`src/rtl/exc_pkg.sv`:
```
// Shared types and constants for the LEGv8 exception controller.
// Optional feature macro: EXC_COUNTER_EN (adds the ECNT entry counter).
package exc_pkg;

  // Controller state: normal execution or inside the exception handler.
  typedef enum logic {
    RUN     = 1'b0,
    HANDLER = 1'b1
  } state_t;

  // ESR[3:0] cause codes.
  localparam logic [3:0] CAUSE_INVALID = 4'b0001;
  localparam logic [3:0] CAUSE_IRQ     = 4'b0010;

  // ESR is the 4-bit cause plus the sticky double-fault flag in bit 4.
  localparam int ESR_W = 5;

  // MRS selector codes.
  localparam logic [1:0] SEL_ELR  = 2'b00;
  localparam logic [1:0] SEL_ESR  = 2'b01;
  localparam logic [1:0] SEL_ECNT = 2'b10;
  localparam logic [1:0] SEL_RSVD = 2'b11;

  // Entry counter width.
  localparam int ECNT_W = 16;

  // Saturating increment for the entry counter: holds at all-ones.
  function automatic logic [ECNT_W-1:0] sat_inc(input logic [ECNT_W-1:0] val);
    logic [ECNT_W-1:0] res;
    if (val == {ECNT_W{1'b1}}) begin
      res = val;
    end else begin
      res = val + {{(ECNT_W-1){1'b0}}, 1'b1};
    end
    return res;
  endfunction

endpackage

```
`src/rtl/exc_sysregs.sv`:
```
// Exception system registers: ELR, ESR and (with EXC_COUNTER_EN) the ECNT
// entry counter, plus the zero-extending MRS read mux.
// Without EXC_COUNTER_EN there is no ECNT storage and selector 10 reads 0.
module exc_sysregs
  import exc_pkg::*;
#(
  parameter int N = 64
) (
  input  logic         clk,
  input  logic         reset,
  input  logic         elr_we,
  input  logic [N-1:0] elr_d,
  input  logic         cause_we,
  input  logic [3:0]   cause_d,
  input  logic         dbl_set,
`ifdef EXC_COUNTER_EN
  input  logic         cnt_inc,
`endif
  input  logic [1:0]   sel,
  output logic [N-1:0] elr,
  output logic [N-1:0] rd_data
);

  logic [N-1:0]      elr_r;
  logic [ESR_W-1:0]  esr_r;
  logic [ECNT_W-1:0] ecnt_s;

  // ELR captures the PC of the instruction being abandoned on entry from RUN.
  always_ff @(posedge clk or posedge reset) begin
    if (reset) begin
      elr_r <= {N{1'b0}};
    end else if (elr_we) begin
      elr_r <= elr_d;
    end
  end

  // ESR: cause field rewritten on a fresh entry, bit 4 sticks once a double fault occurs.
  always_ff @(posedge clk or posedge reset) begin
    if (reset) begin
      esr_r <= {ESR_W{1'b0}};
    end else begin
      if (cause_we) begin
        esr_r[3:0] <= cause_d;
      end
      if (dbl_set) begin
        esr_r[4] <= 1'b1;
      end
    end
  end

`ifdef EXC_COUNTER_EN
  logic [ECNT_W-1:0] ecnt_r;

  // ECNT counts every handler entry, including double faults, and saturates.
  always_ff @(posedge clk or posedge reset) begin
    if (reset) begin
      ecnt_r <= {ECNT_W{1'b0}};
    end else if (cnt_inc) begin
      ecnt_r <= sat_inc(ecnt_r);
    end
  end

  assign ecnt_s = ecnt_r;
`else
  assign ecnt_s = {ECNT_W{1'b0}};
`endif

  assign elr = elr_r;

  // MRS read mux, every source zero-extended to the datapath width.
  always_comb begin
    rd_data = {N{1'b0}};
    case (sel)
      SEL_ELR:  rd_data = elr_r;
      SEL_ESR:  rd_data = {{(N-ESR_W){1'b0}}, esr_r};
      SEL_ECNT: rd_data = {{(N-ECNT_W){1'b0}}, ecnt_s};
      SEL_RSVD: rd_data = {N{1'b0}};
      default:  rd_data = {N{1'b0}};
    endcase
  end

endmodule

```
`src/rtl/exception_ctrl.sv`:
```
// Exception controller for the single-cycle LEGv8 core: decides exception
// entry/return in the same cycle, handles the IRQ acknowledge handshake.
// Optional feature macro: EXC_COUNTER_EN (ECNT readable with SysRegSel=10).
module exception_ctrl
  import exc_pkg::*;
#(
  parameter int           N      = 64,
  parameter logic [N-1:0] VECTOR = 64'hD8
) (
  input  logic         clk,
  input  logic         reset,
  input  logic         NotAnInstr,
  input  logic         ERet,
  input  logic         ExtIRQ,
  input  logic [N-1:0] PC,
  input  logic [1:0]   SysRegSel,
  output logic         Exc,
  output logic [N-1:0] ExcVector,
  output logic         ERetValid,
  output logic [N-1:0] ERetTarget,
  output logic         ExtIAck,
  output logic         InHandler,
  output logic [N-1:0] SysRegData
);

  state_t     state_r;
  state_t     state_nxt_s;
  logic       exc_s;
  logic       eret_valid_s;
  logic       entry_s;
  logic       irq_take_s;
  logic       dbl_fault_s;
  logic [3:0] cause_s;
  logic       ack_r;
  logic [N-1:0] elr_s;

  // State register.
  always_ff @(posedge clk or posedge reset) begin
    if (reset) begin
      state_r <= RUN;
    end else begin
      state_r <= state_nxt_s;
    end
  end

  // Next state: enter on fault/IRQ from RUN, leave on ERET from HANDLER.
  always_comb begin
    state_nxt_s = state_r;
    case (state_r)
      RUN: begin
        if (NotAnInstr || ExtIRQ) begin
          state_nxt_s = HANDLER;
        end else begin
          state_nxt_s = RUN;
        end
      end
      HANDLER: begin
        if (ERet && !NotAnInstr) begin
          state_nxt_s = RUN;
        end else begin
          state_nxt_s = HANDLER;
        end
      end
      default: state_nxt_s = RUN;
    endcase
  end

  // Decisions for this cycle; an undecodable opcode beats a simultaneous IRQ,
  // and the IRQ is masked while in the handler.
  always_comb begin
    exc_s        = 1'b0;
    eret_valid_s = 1'b0;
    entry_s      = 1'b0;
    irq_take_s   = 1'b0;
    dbl_fault_s  = 1'b0;
    cause_s      = CAUSE_INVALID;
    if (reset) begin
      exc_s = 1'b0;
    end else begin
      case (state_r)
        RUN: begin
          if (NotAnInstr) begin
            exc_s   = 1'b1;
            entry_s = 1'b1;
            cause_s = CAUSE_INVALID;
          end else if (ExtIRQ) begin
            exc_s      = 1'b1;
            entry_s    = 1'b1;
            irq_take_s = 1'b1;
            cause_s    = CAUSE_IRQ;
          end else begin
            exc_s = 1'b0;
          end
        end
        HANDLER: begin
          if (NotAnInstr) begin
            exc_s       = 1'b1;
            dbl_fault_s = 1'b1;
          end else if (ERet) begin
            eret_valid_s = 1'b1;
          end else begin
            exc_s = 1'b0;
          end
        end
        default: exc_s = 1'b0;
      endcase
    end
  end

  // IRQ acknowledge: one registered pulse in the cycle after an IRQ entry.
  always_ff @(posedge clk or posedge reset) begin
    if (reset) begin
      ack_r <= 1'b0;
    end else begin
      ack_r <= irq_take_s;
    end
  end

  exc_sysregs #(
    .N(N)
  ) u_sysregs (
    .clk      (clk),
    .reset    (reset),
    .elr_we   (entry_s),
    .elr_d    (PC),
    .cause_we (entry_s),
    .cause_d  (cause_s),
    .dbl_set  (dbl_fault_s),
`ifdef EXC_COUNTER_EN
    .cnt_inc  (exc_s),
`endif
    .sel      (SysRegSel),
    .elr      (elr_s),
    .rd_data  (SysRegData)
  );

  assign Exc        = exc_s;
  assign ExcVector  = VECTOR;
  assign ERetValid  = eret_valid_s;
  assign ERetTarget = elr_s;
  assign ExtIAck    = ack_r;
  assign InHandler  = (state_r == HANDLER);

endmodule

```
`config.mk`:
```
export PLATFORM = sky130hd
export DESIGN_NAME = exception_ctrl
export DESIGN_NICKNAME = d
export VERILOG_FILES = /design/src/rtl/exc_pkg.sv /design/src/rtl/exc_sysregs.sv /design/src/rtl/exception_ctrl.sv
export SDC_FILE = /design/constraint.sdc
export NUM_CORES = 1
export LEC_CHECK = 0
export CAP_MARGIN = 10
export CELL_PAD_IN_SITES_DETAIL_PLACEMENT = 0
export CELL_PAD_IN_SITES_GLOBAL_PLACEMENT = 1
export CORE_UTILIZATION = 25
export DETAILED_ROUTE_END_ITERATION = 10
export PLACE_DENSITY_LB_ADDON = 0.2
export SYNTH_ARGS = -nofsm -noshare
export SYNTH_HDL_FRONTEND = slang
export SYNTH_HIERARCHICAL = 1
export SYNTH_SLANG_ARGS = --single-unit
```
`constraint.sdc`:
```
create_clock -name clk -period 2.9 [get_ports clk]
set_input_delay 0.725 -clock clk [delete_from_list [all_inputs] [get_ports clk]]
set_output_delay 0.725 -clock clk [all_outputs]
set_load 0.05 [all_outputs]
```
# ---- Word-level counts from Yosys, hierarchy flattened
# Cells that the tools add are included.
dict set report classes {
  n_eq_ne 3
  mux 24
  n_bitwise 1
  n_reduce_logical 5
}
# operator n
set op_table {}
lappend op_table {{64-bit case mux with 3 select lines} 1}
lappend op_table {{1-bit two-way mux} 17}
lappend op_table {{2-bit two-way mux} 4}
lappend op_table {{2-bit == test, second input constant} 2}
lappend op_table {{1-bit case mux with 2 select lines} 2}
lappend op_table {{2-bit by 1-bit == test with 1-bit output, second input constant} 1}
lappend op_table {{2-bit logical NOT} 1}
lappend op_table {{2-bit OR reduction} 1}
lappend op_table {{1-bit logical AND} 1}
lappend op_table {{1-bit logical NOT} 1}
lappend op_table {{1-bit logical OR} 1}
lappend op_table {{1-bit inverter} 1}
dict set report word_totals {
  ff_bits 71
  elab_cells 38
}

# ---- Depth between registers and ports, before layout
# Gate-level depths: netlist (run 1).
dict set report depth {
  ltp_word 4
  depth_mapped 5
}

# ---- Cells and area by module
# Netlist (run 1), hierarchy kept.
# module instances seq_area_each_um2 cells_per_inst area_each_um2
set modules_own_cells {}
lappend modules_own_cells {exc_sysregs 1 1726.7 223 3119.2}
lappend modules_own_cells {exception_ctrl 1 50.0 81 613.1}

# ---- Worst setup path before layout (run 1)
# No wires, ideal clock.
dict set report synth_path {
  path_kind {input to output}
  startpoint {input port ERet}
  endpoint {output port ERetValid}
  t_arrival_ns 1.822
  cell_stages 2
  t_required_ns 2.175
  setup_slack_ns 0.353
  path_cell_list {nand2_1 -> nor3_1}
}
dict set report synth_via {
  elab_chain_len 4
}
# element line_no
set synth_lines {}
lappend synth_lines {{start: declaration} exception_ctrl.sv:13} ;# input logic ERet,
lappend synth_lines {{1-bit two-way mux} exception_ctrl.sv:99} ;# end else if (ERet) begin
lappend synth_lines {{1-bit two-way mux} exception_ctrl.sv:96} ;# if (NotAnInstr) begin
lappend synth_lines {{1-bit two-way mux} exception_ctrl.sv:80} ;# case (state_r)
lappend synth_lines {{1-bit two-way mux} exception_ctrl.sv:77} ;# if (reset) begin
lappend synth_lines {{end: declaration} exception_ctrl.sv:19} ;# output logic ERetValid,
# Every way passes these cells.

# ---- Worst setup path after layout (run 1)
dict set report layout_path {
  startpoint {input port SysRegSel[1]}
  endpoint {output port SysRegData[48]}
}
dict set report layout_via {
  elab_chain_len 3
}
# element line_no
set layout_lines {}
lappend layout_lines {{start: declaration} exception_ctrl.sv:16} ;# input logic [1:0] SysRegSel,
lappend layout_lines {{2-bit == test} exc_sysregs.sv:73} ;# case (sel)
lappend layout_lines {{2-bit OR reduction (no line)} -}
lappend layout_lines {{64-bit case mux with 3 select lines *} exc_sysregs.sv:73}
lappend layout_lines {{end: declaration} exception_ctrl.sv:23} ;# output logic [N-1:0] SysRegData
# Every way passes the cells marked *; elsewhere a longest branch is shown, timed or not.

==> results of run 1 <==
==> power by group <==
part           internal (mW)  leakage (nW)  switching (mW)
Clock                  0.703         0.151           0.398
Combinational           1.01          1.88            1.62
Sequential              1.23         0.836           0.172
==> registers in the layout, indices dropped and copies added, names as in the netlist <==
signal / flops
u_sysregs/esr_r: 5
u_sysregs/elr: 64
InHandler: 1
ExtIAck: 1
==> per-stage QoR <==
step	instances	total power [mW]	hold slack [ns]
4_1_cts	699	5.21	0.481
2_1_floorplan	368	3.09	0.439
3_5_place_dp	684	4.08	0.471
6_report	699	5.13	0.478
5_1_grt	699	5.37	0.506
3_3_place_gp	684	4.06	0.460
==> cell usage after synthesis, types with 2 or more instances <==
master / n / area share (%)
mux2_2: 68 / 21
and2_2: 9 / 1.8
mux2i_1: 5 / 1.3
dfrtp_1: 71 / 48
conb_1: 2 / 0.20
clkbuf_1: 4 / 0.40
and2_1: 40 / 6.7
buf_4: 64 / 13
nor2_1: 6 / 0.60
and2_4: 10 / 2.3
inv_1: 3 / 0.30
nor3_1: 3 / 0.40
buf_6: 9 / 2.7
==> layout by cell type, fill, tap and decap left out, drive strengths merged, types with 5 or more instances in the layout <==
| cell type | n |
|---|---|
| clkdlybuf4s50 | 136 |
| buf | 74 |
| dfrtp | 71 |
| mux2 | 68 |
| conb | 66 |
| and2 | 59 |
| clkbuf | 11 |
| nor2 | 7 |
| mux2i | 5 |
==> logic make-up (layout without fill, tap and decap cells) <==
logic type	Yosys count	count (layout)
other	2	66
multiplexers	73	73
flip-flops	71	71
AND/OR/NAND/NOR	76	76
buffers and inverters	81	228
AO/OA/AOI/OAI	1	1
==> how the worst max path moves through the flow <==
stage	from	end	slack [ns]
final	SysRegSel[1]	SysRegData[48]	0.19
after global routing	SysRegSel[1]	SysRegData[41]	0.11
after CTS	SysRegSel[1]	SysRegData[48]	0.18
after detailed placement	SysRegSel[1]	SysRegData[48]	0.18
after global placement	SysRegSel[1]	SysRegData[36]	0.21
after floorplan	ERet	ERetValid	0.35
==> metal layers <==
metal | share of wire (%) | GRT usage (%) | vias to the layer above
met3 | 10 | 5.04 | 8
met4 | 1.3 | 4.02 | 0
li1 | - | - | 1281
met1 | 35 | 13.1 | 1358
met2 | 53 | 21.4 | 144
met5 | 0 | 0 | -
==> final cells by class <==
type,instances,area [µm²]
clock buffers,11,253
inverters,3,11.3
multi-input cells,216,1580
flip-flops and latches,71,1780
fillers,1341,7860
repair buffers,210,2780
clock inverters,4,45.0
well taps,184,230
==> results.md, run 1 <==
* R2R depth at 3
* Post-synthesis xor/xnor area fraction at 0%
* Layout cells sized above 1 at a little over a third
* ANT nets after route at 0
* Total negative slack at 0 ns
* Period minus WS final at 2.71 ns
* Iteration-0 DRC Markers at 35
* Hold crit path type: register to register
* Crit share post-route at 93.4%
* Crit path max fanout at 27
* Max-slew violations at 0
* Largest net degree at the start of global routing at 45
* WL/cell at 13.4 µm
* Final setup violation count at 0
* Post-synthesis async set-or-reset flop share at 100%
* Initial Util at 25.7%
* Slew margin rel. at 62.0%
* Number of synthesized flops with an enable pin at 0
* Lkg Pwr at about 2.9 nW
* Grt ovf at 0
* # rows at 44
* DR vias at 2791
* Largest family of logic cells by synthesized area: multiplexers
* Worst hold path depth at 1
* CTS H-tree depth at 3
* Port-buffer cells at 202
* Flops & latches, synth at 71
* Syn-to-layout area delta at 78.8%
* WHS Endpoint: u_sysregs/esr_r[4]
* Worst path depth at 5
* HP Start: u_sysregs/esr_r[4]
* GRT Total Usage at 12.2%
* Vias in the first global route at approximately 2700
* Syn avg cell area at approximately 12 µm²
* Fin worst setup slack at 0.192 ns
* Ys flop type: dfrtp_1
* Critical path data required time at 2.17 ns
* Worst R2R Start: InHandler
* Die area at ~15000 µm²
* Worst-path clk slew at 0.05 ns
* Worst path cell trace: clkdlybuf4s50_1, nor2_4, buf_4, and2_1, buf_12
* TritonCTS Buffers at 9
* Finished Cell Area at around 6700 µm²
* I/O Pins at between 200 and 300
* CP bufs+invs at 3
* Clock Latency Late Sink at between 0.3 and 0.4 ns
* RSZ-0062 raised after global routing: no
* Clock Skew at 0.00414 ns
* Compound-Gate Fraction of Synth Area at 0.134%
* Status: completed
* Slowest CP cell: clkdlybuf4s50_1
* First-pass GRT wire length at 14.1 mm
* Worst VDD drop at 0.000348 V
* Initial antenna violation count at 0
* Pre-CTS WS at 0.179 ns
* Crit end category: output pin
* Post-DP Area at 6380 µm²
* CORE AREA at 14500 µm²
* Post-synthesis mux area share at 21.9%
* Routability Congestion at 0.675
* TritonRoute pass-1 iters at 2
* Hpwl dp at 7.42 mm
* CTS root buf: clkbuf_16
* Total Wirelength at 9.39 mm
* CTS tree: yes
* Arrival time at the worst endpoint at 1.98 ns
* Synthesized area at roughly 3700 µm²
* Sequential-to-total area share from yosys stat at 47.6%
* Max-Cap Viols at 0
* Peak Freq at 0.369 GHz
* RR Endpoint: u_sysregs/elr[63]
* Remaining DRCs at 0
* Clock sink count at 71
* Synth unique cells at 23
* Post-CTS sizing at 0
* Chip Height at 124 µm
* Family with the most delay on the worst path: buffers and inverters
* Adder-Cell Fraction of Synth Area at 0%
* Fin nets at 582
* Die span in x at 124 µm
* Cell count after synthesis at 304
* Worst setup SP type: primary input
* Max Root-Sink Buffers at 2
* Worst-margin pin slew at 0.569 ns
* # hold bufs at CTS at 0
* Post-CTS Setup Bufs at 0
* CP peak stage delay at between 0.4 and 0.5 ns
* Yosys warning count at 6
* Antenna fix cells at 0
* Average vias per placed instance at 3.99
* Synth Area in Simple Gates at 13.5%
* Final Hold Viols at 0
* Setup CP Type: primary input to output pin
* Pwr per Cell Area at between 700 and 800 nW/µm²
* R2r setup slk at about 1.3 ns
* Final core occ at a little under half
(Power assumes the default switching activity.)
==> run 2, diff against run 1 <==
--- a/config.mk
+++ b/config.mk
@@ -8,8 +8,10 @@
 export CAP_MARGIN = 10
 export CELL_PAD_IN_SITES_DETAIL_PLACEMENT = 0
 export CELL_PAD_IN_SITES_GLOBAL_PLACEMENT = 1
-export CORE_UTILIZATION = 25
+export CORE_AREA = 2 2 105 107
 export DETAILED_ROUTE_END_ITERATION = 10
+export DIE_AREA = 0 0 107 109
+export DONT_BUFFER_PORTS = 1
 export PLACE_DENSITY_LB_ADDON = 0.2
 export SYNTH_ARGS = -nofsm -noshare
 export SYNTH_HDL_FRONTEND = slang
==> constraint.sdc (replaced) <==
create_clock -name clk -period 2.5 [get_ports clk]
set_input_delay 0.625 -clock clk [delete_from_list [all_inputs] [get_ports clk]]
set_output_delay 0.625 -clock clk [all_outputs]
set_load 0.05 [all_outputs]
==> results.md, run 2 (synthesized netlist as in run 1, its figures left out) <==
* Status: completed (unchanged)
* GRT Total Usage at 13.1% (was 12.2%)
* Slew margin rel. at 61.6% (was 62.0%)
* Max-Cap Viols at 0 (unchanged)
* Fin nets at 427 (was 582)
* Setup CP Type: register to output pin (was primary input to output pin)
* Hold crit path type: primary input to async pin (was register to register)
* I/O Pins at 267 (unchanged)
* Final setup violation count at 0 (unchanged)
* Peak Freq at ~0.46 GHz
* CTS root buf: clkbuf_8 (was clkbuf_16)
* Final Hold Viols at 0 (unchanged)
* Hpwl dp at 6.15 mm (was 7.42 mm)
* Layout cells sized above 1 at 44.6% (was 35.3%)
* DR vias at 2133 (was 2791)
* Clock Skew at 0.00971 ns (was 0.00414 ns)
* CORE AREA at 10600 µm² (was 14500 µm²)
* Arrival time at the worst endpoint at 1.56 ns (was 1.98 ns)
* CTS tree: yes (unchanged)
* Remaining DRCs at 0 (unchanged)
* First-pass GRT wire length at 11.5 mm (was 14.1 mm)
* Max-slew violations at 0 (unchanged)
* Worst-margin pin slew at 0.577 ns (was 0.569 ns)
* Clock Latency Late Sink at 0.34 ns (was 0.33 ns)
* ANT nets after route at 0 (unchanged)
* Die area at 11700 µm² (was 15400 µm²)
* Routability Congestion at 0.707 (was 0.675)
* Largest net degree at the start of global routing at 43 (was 45)
* Max Root-Sink Buffers at 2 (unchanged)
* Worst VDD drop at 0.000471 V (was 0.000348 V)
* Clock sink count at 71 (unchanged)
* Worst setup SP type: register (was primary input)
* Leading cell type in the layout, fill and taps excluded: dfrtp_1 (was clkdlybuf4s50_1)
* Filler cells at 1000 (was 1341)
* # rows at 38 (was 44)
* Vias in the first global route at 2135 (was 2673)
* Slowest CP cell: dfrtp_1 (was clkdlybuf4s50_1)
* RSZ-0062 raised after global routing: no (unchanged)
* Period minus WS final at between 2 and 2.5 ns
* Crit end category: output pin (unchanged)
* Chip Height at 109 µm (was 124 µm)
* Max reg flops at 64 (unchanged)
* Crit path max fanout at 6 (was 27)
* Iteration-0 DRC Markers at 69 (was 35)
* Worst-path clk slew at 0.08 ns (was 0.05 ns)
* Multi-input gate area at 1580 µm² (unchanged)
* Average vias per placed instance at 4.26 (was 3.99)
* Lkg Pwr at 2.09 nW (was 2.87 nW)
* WHS at 0.192 ns (was 0.478 ns)
* Dpl cells at 484 (was 684)
* Total negative slack at 0 ns (unchanged)
* Critical path data required time at 1.88 ns (was 2.17 ns)
* Reg area at 1780 µm² (unchanged)
* CP peak stage delay at 0.71 ns (was 0.46 ns)
* WL/cell at 15.8 µm (was 13.4 µm)
* CTS H-tree depth at 3 (unchanged)
* Post-CTS Setup Bufs at 0 (unchanged)
* TritonCTS Buffers at 9 (unchanged)
* Pwr per Cell Area at 1020 nW/µm² (was 769 nW/µm²)
* Initial Util at 35.2% (was 25.7%)
* Grt ovf at 0 (unchanged)
* Initial antenna violation count at 0 (unchanged)
* Most frequent cells in the layout: dfrtp_1, mux2_2, conb_1 (was clkdlybuf4s50_1, dfrtp_1, buf_12)
* Worst path cell trace: nand2b_4, a21oi_1, buf_4 (was clkdlybuf4s50_1, nor2_4, buf_4, and2_1, buf_12)
* Antenna fix cells at 0 (unchanged)
* Post-CTS sizing at 0 (unchanged)
* TritonRoute pass-1 iters at 4 (was 2)
* Non-filler cells, final at 501 (was 699)
* Total Wirelength at 7.92 mm (was 9.39 mm)
* Crit share post-route at 87.5%
* Syn-to-layout area delta at 25.2% (was 78.8%)
* Port-buffer cells at 0 (was 202)
* Die span in x at 107 µm (was 124 µm)
run 2: cell types whose count changed in the layout (fill, tap and decap cells not counted):
cell             delta
clkdlybuf4s50_1   -136
buf_12             -27
clkbuf_16           -9
buf_4               +7
clkbuf_8            +7
clkbuf_1            +2
clkinv_2            -2
clkinvlp_4          +2
clkinv_4            +1
dlygate4sd3_1       +1
run 2: final cells by class:
| type | count | share of cell area, % |
|---|---|---|
| inverters | 3 | 0.241 |
| multi-input cells | 216 | 33.8 |
| clock buffers | 11 | 2.81 |
| repair buffers | 55 | 20.1 |
| flip-flops and latches | 71 | 38.0 |
| well taps | 140 | 3.75 |
| clock inverters | 5 | 1.26 |
run 2: worst max-delay path: cells and delay by family (launching register included):
family | cells | cell delay, ns
DFF | 1 | 0.71
and+or+nand+nor | 1 | 0.26
buffers and inverters | 1 | 0.19
AOI/OAI and AO/OA | 1 | 0.07
run 2: worst paths after layout:
| check | from | endpoint | slack [ns] | cells after the start |
|---|---|---|---|---|
| hold reg to reg | u_sysregs/esr_r[4] | u_sysregs/esr_r[4] | 0.47 | 1 |
| setup / recovery | InHandler | Exc | 0.31 | 3 |
| hold / removal | reset | u_sysregs/elr[2] | 0.19 | 1 |
| min in group clk | reset | ExtIAck | 0.36 | 1 |
| setup reg to reg | InHandler | u_sysregs/elr[42] | 0.62 | 3 |
| max in group asynchronous | reset | u_sysregs/elr[26] | 1.75 | 2 |
run 2: what timing repair did:
action	CTS	global route
setup endpoints to repair	0	0
hold buffers	1	0
endpoints found under the hold margin	2	0
run 2: through the flow:
stage | setup slack [ns] | area [µm²] | power [mW] | utilization (%)
after detailed placement | 0.435 | 4470 | 3.94 | 42.2
after floorplan | 0.0607 | 3970 | 3.58 | -
after CTS | 0.284 | 4670 | 4.85 | 44.1
after global routing | 0.197 | 4670 | 4.99 | 44.1
after global placement | 0.466 | 4470 | 3.92 | 42.2
final | 0.312 | 4670 | 4.77 | 44.1
run 2: report_power, final:
group	internal [mW]	switching (mW)
Clock	0.462	0.429
Combinational	0.519	0.769
Sequential	1.40	1.20
Total	2.38	2.39
run 2: routing by layer:
layer  part of all wire (%)  global-route usage, %  up-vias
met5                      0                      0        -
met4                   0.85                   4.45        0
met3                     10                   5.98        8
met2                     55                   24.1      141
met1                     34                   13.1     1019
li1                       -                      -      965
==> run 3, diff against run 2 <==
--- a/config.mk
+++ b/config.mk
@@ -6,7 +6,7 @@
 export NUM_CORES = 1
 export LEC_CHECK = 0
 export CAP_MARGIN = 10
-export CELL_PAD_IN_SITES_DETAIL_PLACEMENT = 0
+export CELL_PAD_IN_SITES_DETAIL_PLACEMENT = 1
 export CELL_PAD_IN_SITES_GLOBAL_PLACEMENT = 1
 export CORE_AREA = 2 2 105 107
 export DETAILED_ROUTE_END_ITERATION = 10
==> results.md, run 3 (synthesized netlist as in run 1, its figures left out) <==
* ANT nets after route at 0 (unchanged)
* Clock sink count at 71 (unchanged)
* Pwr per Cell Area at 1030 nW/µm² (was 1020 nW/µm²)
* Hold crit path type: primary input to async pin (unchanged)
* Remaining DRCs at 0 (unchanged)
* Syn-to-layout area delta at 25.4% (was 25.2%)
* GRT Total Usage at 14.2% (was 13.1%)
* WL/cell at 17.2 µm (was 15.8 µm)
* Sw power at 2.42 mW (was 2.39 mW)
* Fin nets at 427 (unchanged)
* R2r setup slk at 0.63 ns (was 0.62 ns)
* Lkg Pwr at 2.10 nW (was 2.09 nW)
* Leading cell type in the layout, fill and taps excluded: dfrtp_1 (unchanged)
* Worst-path clk slew at 0.08 ns (about the same)
* Worst R2R Start: InHandler (unchanged)
* I/O Pins at 267 (unchanged)
* Slew margin rel. at 61.1% (was 61.6%)
* TritonRoute pass-1 iters at 3 (was 4)
* Crit end category: output pin (unchanged)
* Initial Util at 35.2% (unchanged)
* Crit path max fanout at 6 (unchanged)
* Final setup violation count at 0 (unchanged)
* Max-slew violations at 0 (unchanged)
* Period minus WS final at 2.22 ns (was 2.19 ns)
* Total negative slack at 0 ns (unchanged)
* Internal power at 2.40 mW (was 2.38 mW)
* Initial antenna violation count at 0 (unchanged)
* Clock Skew at 0.00686 ns (was 0.00971 ns)
* Worst setup SP type: register (unchanged)
* Final Hold Viols at 0 (unchanged)
* Most frequent cells in the layout: dfrtp_1, mux2_2, conb_1 (unchanged)
* Max Root-Sink Buffers at 2 (unchanged)
* Die span in x at 107 µm (unchanged)
* RR Endpoint: u_sysregs/elr[42] (unchanged)
* CORE AREA at 10600 µm² (unchanged)
* Peak Freq at 0.450 GHz (was 0.457 GHz)
* CTS root buf: clkbuf_8 (unchanged)
* TritonCTS Buffers at 9 (unchanged)
* Clock Latency Late Sink at 0.34 ns (about the same)
* CTS H-tree depth at 3 (unchanged)
* Max reg flops at 64 (unchanged)
* Antenna fix cells at 0 (unchanged)
* Setup CP Type: register to output pin (unchanged)
* Reg power frac at 54.0% (was 54.4%)
* Worst-margin pin slew at 0.583 ns (was 0.577 ns)
* Port-buffer cells at 0 (unchanged)
* CTS tree: yes (unchanged)
* Chip Height at 109 µm (unchanged)
* Largest net degree at the start of global routing at 43 (unchanged)
* Critical path data required time at 1.88 ns (about the same)
* Clock Power Share at 19.2% (was 18.7%)
* Crit share post-route at 88.8% (was 87.5%)
* Die area at 11700 µm² (unchanged)
* RSZ-0062 raised after global routing: no (unchanged)
* Max-Cap Viols at 0 (unchanged)
* # rows at 38 (unchanged)
* WHS at 0.195 ns (was 0.192 ns)
* Routability Congestion at 0.707 (unchanged)
* Total Wirelength at 8.62 mm (was 7.92 mm)
* Worst Setup EP: Exc (unchanged)
* Layout cells sized above 1 at 45.2% (was 44.6%)
* Vias in the first global route at 2323 (was 2135)
* R2R depth at 3 (unchanged)
* CP startpoint: InHandler (unchanged)
* Average vias per placed instance at 4.40 (was 4.26)
* Hpwl dp at 6.73 mm (was 6.15 mm)
* DR vias at 2205 (was 2133)
* Logic pwr share at 26.8% (was 27.0%)
* Iteration-0 DRC Markers at 60 (was 69)
* Worst VDD drop at 0.000406 V (was 0.000471 V)
* Grt ovf at 0 (unchanged)
* First-pass GRT wire length at 12.6 mm (was 11.5 mm)
* Status: completed (unchanged)
* Arrival time at the worst endpoint at 1.60 ns (was 1.56 ns)
* Sw Share at 50.2% (was 50.1%)
[run 3: layer usage]
metal / up-vias / GRT usage [%] / part of all wire (%)
met1: 1093 / 15.0 / 34
met3: 12 / 5.50 / 9.8
met2: 136 / 25.3 / 54
met4: 0 / 5.94 / 1.6
li1: 964 / - / -
met5: - / 0 / 0
[run 3: worst min-delay path by stage]
stage                     startpoint           endpoint  slack (ns)  depth (start not counted)
final                          reset   u_sysregs/elr[2]        0.19                          1
after global routing           reset  u_sysregs/elr[27]        0.20                          1
after CTS                      reset  u_sysregs/elr[13]        0.19                          1
after detailed placement       reset            ExtIAck        0.38                          1
after global placement         reset            ExtIAck        0.38                          1
after floorplan                reset            ExtIAck        0.37                          1
[run 3: layout make-up]
| cell class | instances | area (µm²) |
|---|---|---|
| Fill cell | 1114 | 5920 |
| Clock inverter | 6 | 60.1 |
| Sequential cell | 71 | 1780 |
| Clock buffer | 10 | 138 |
| Multi-Input combinational cell | 216 | 1580 |
| Inverter | 3 | 11.3 |
| Timing Repair Buffer | 55 | 941 |
| Tap cell | 140 | 175 |
[run 3: what timing repair did]
action / in CTS / in global routing
endpoints found under the setup margin: 0 / 0
buffers inserted: 0 / 0
hold buffers: 1 / 0
endpoints found under the hold margin: 2 / 0
gates resized for setup: 0 / 0
[run 3: power by group through the flow]
| stage | sequential [mW] | combinational (mW) | clock [mW] |
|---|---|---|---|
| after CTS | 2.62 | 1.31 | 0.968 |
| after floorplan | 2.53 | 1.04 | 0 |
| after global routing | 2.66 | 1.36 | 1.01 |
| after detailed placement | 2.65 | 1.30 | 0 |
| final | 2.60 | 1.29 | 0.925 |
| after global placement | 2.63 | 1.28 | 0 |
[run 3: critical path: stages, from the launching register on]
cell and delay [ns]:
dfrtp_1 0.61, nand2b_4 0.26, a21oi_1 0.17, buf_4 0.22
[run 3: per-stage QoR]
stage | total power [mW] | setup WS, ns | std cells | utilization (%) | area, µm²
2_1_floorplan | 3.58 | 0.0607 | 368 | - | 3970
3_3_place_gp | 3.92 | 0.466 | 484 | 42.2 | 4470
3_5_place_dp | 3.95 | 0.426 | 484 | 42.2 | 4470
4_1_cts | 4.89 | 0.245 | 501 | 44.1 | 4680
5_1_grt | 5.03 | 0.175 | 501 | 44.1 | 4680
6_report | 4.82 | 0.280 | 501 | 44.1 | 4680
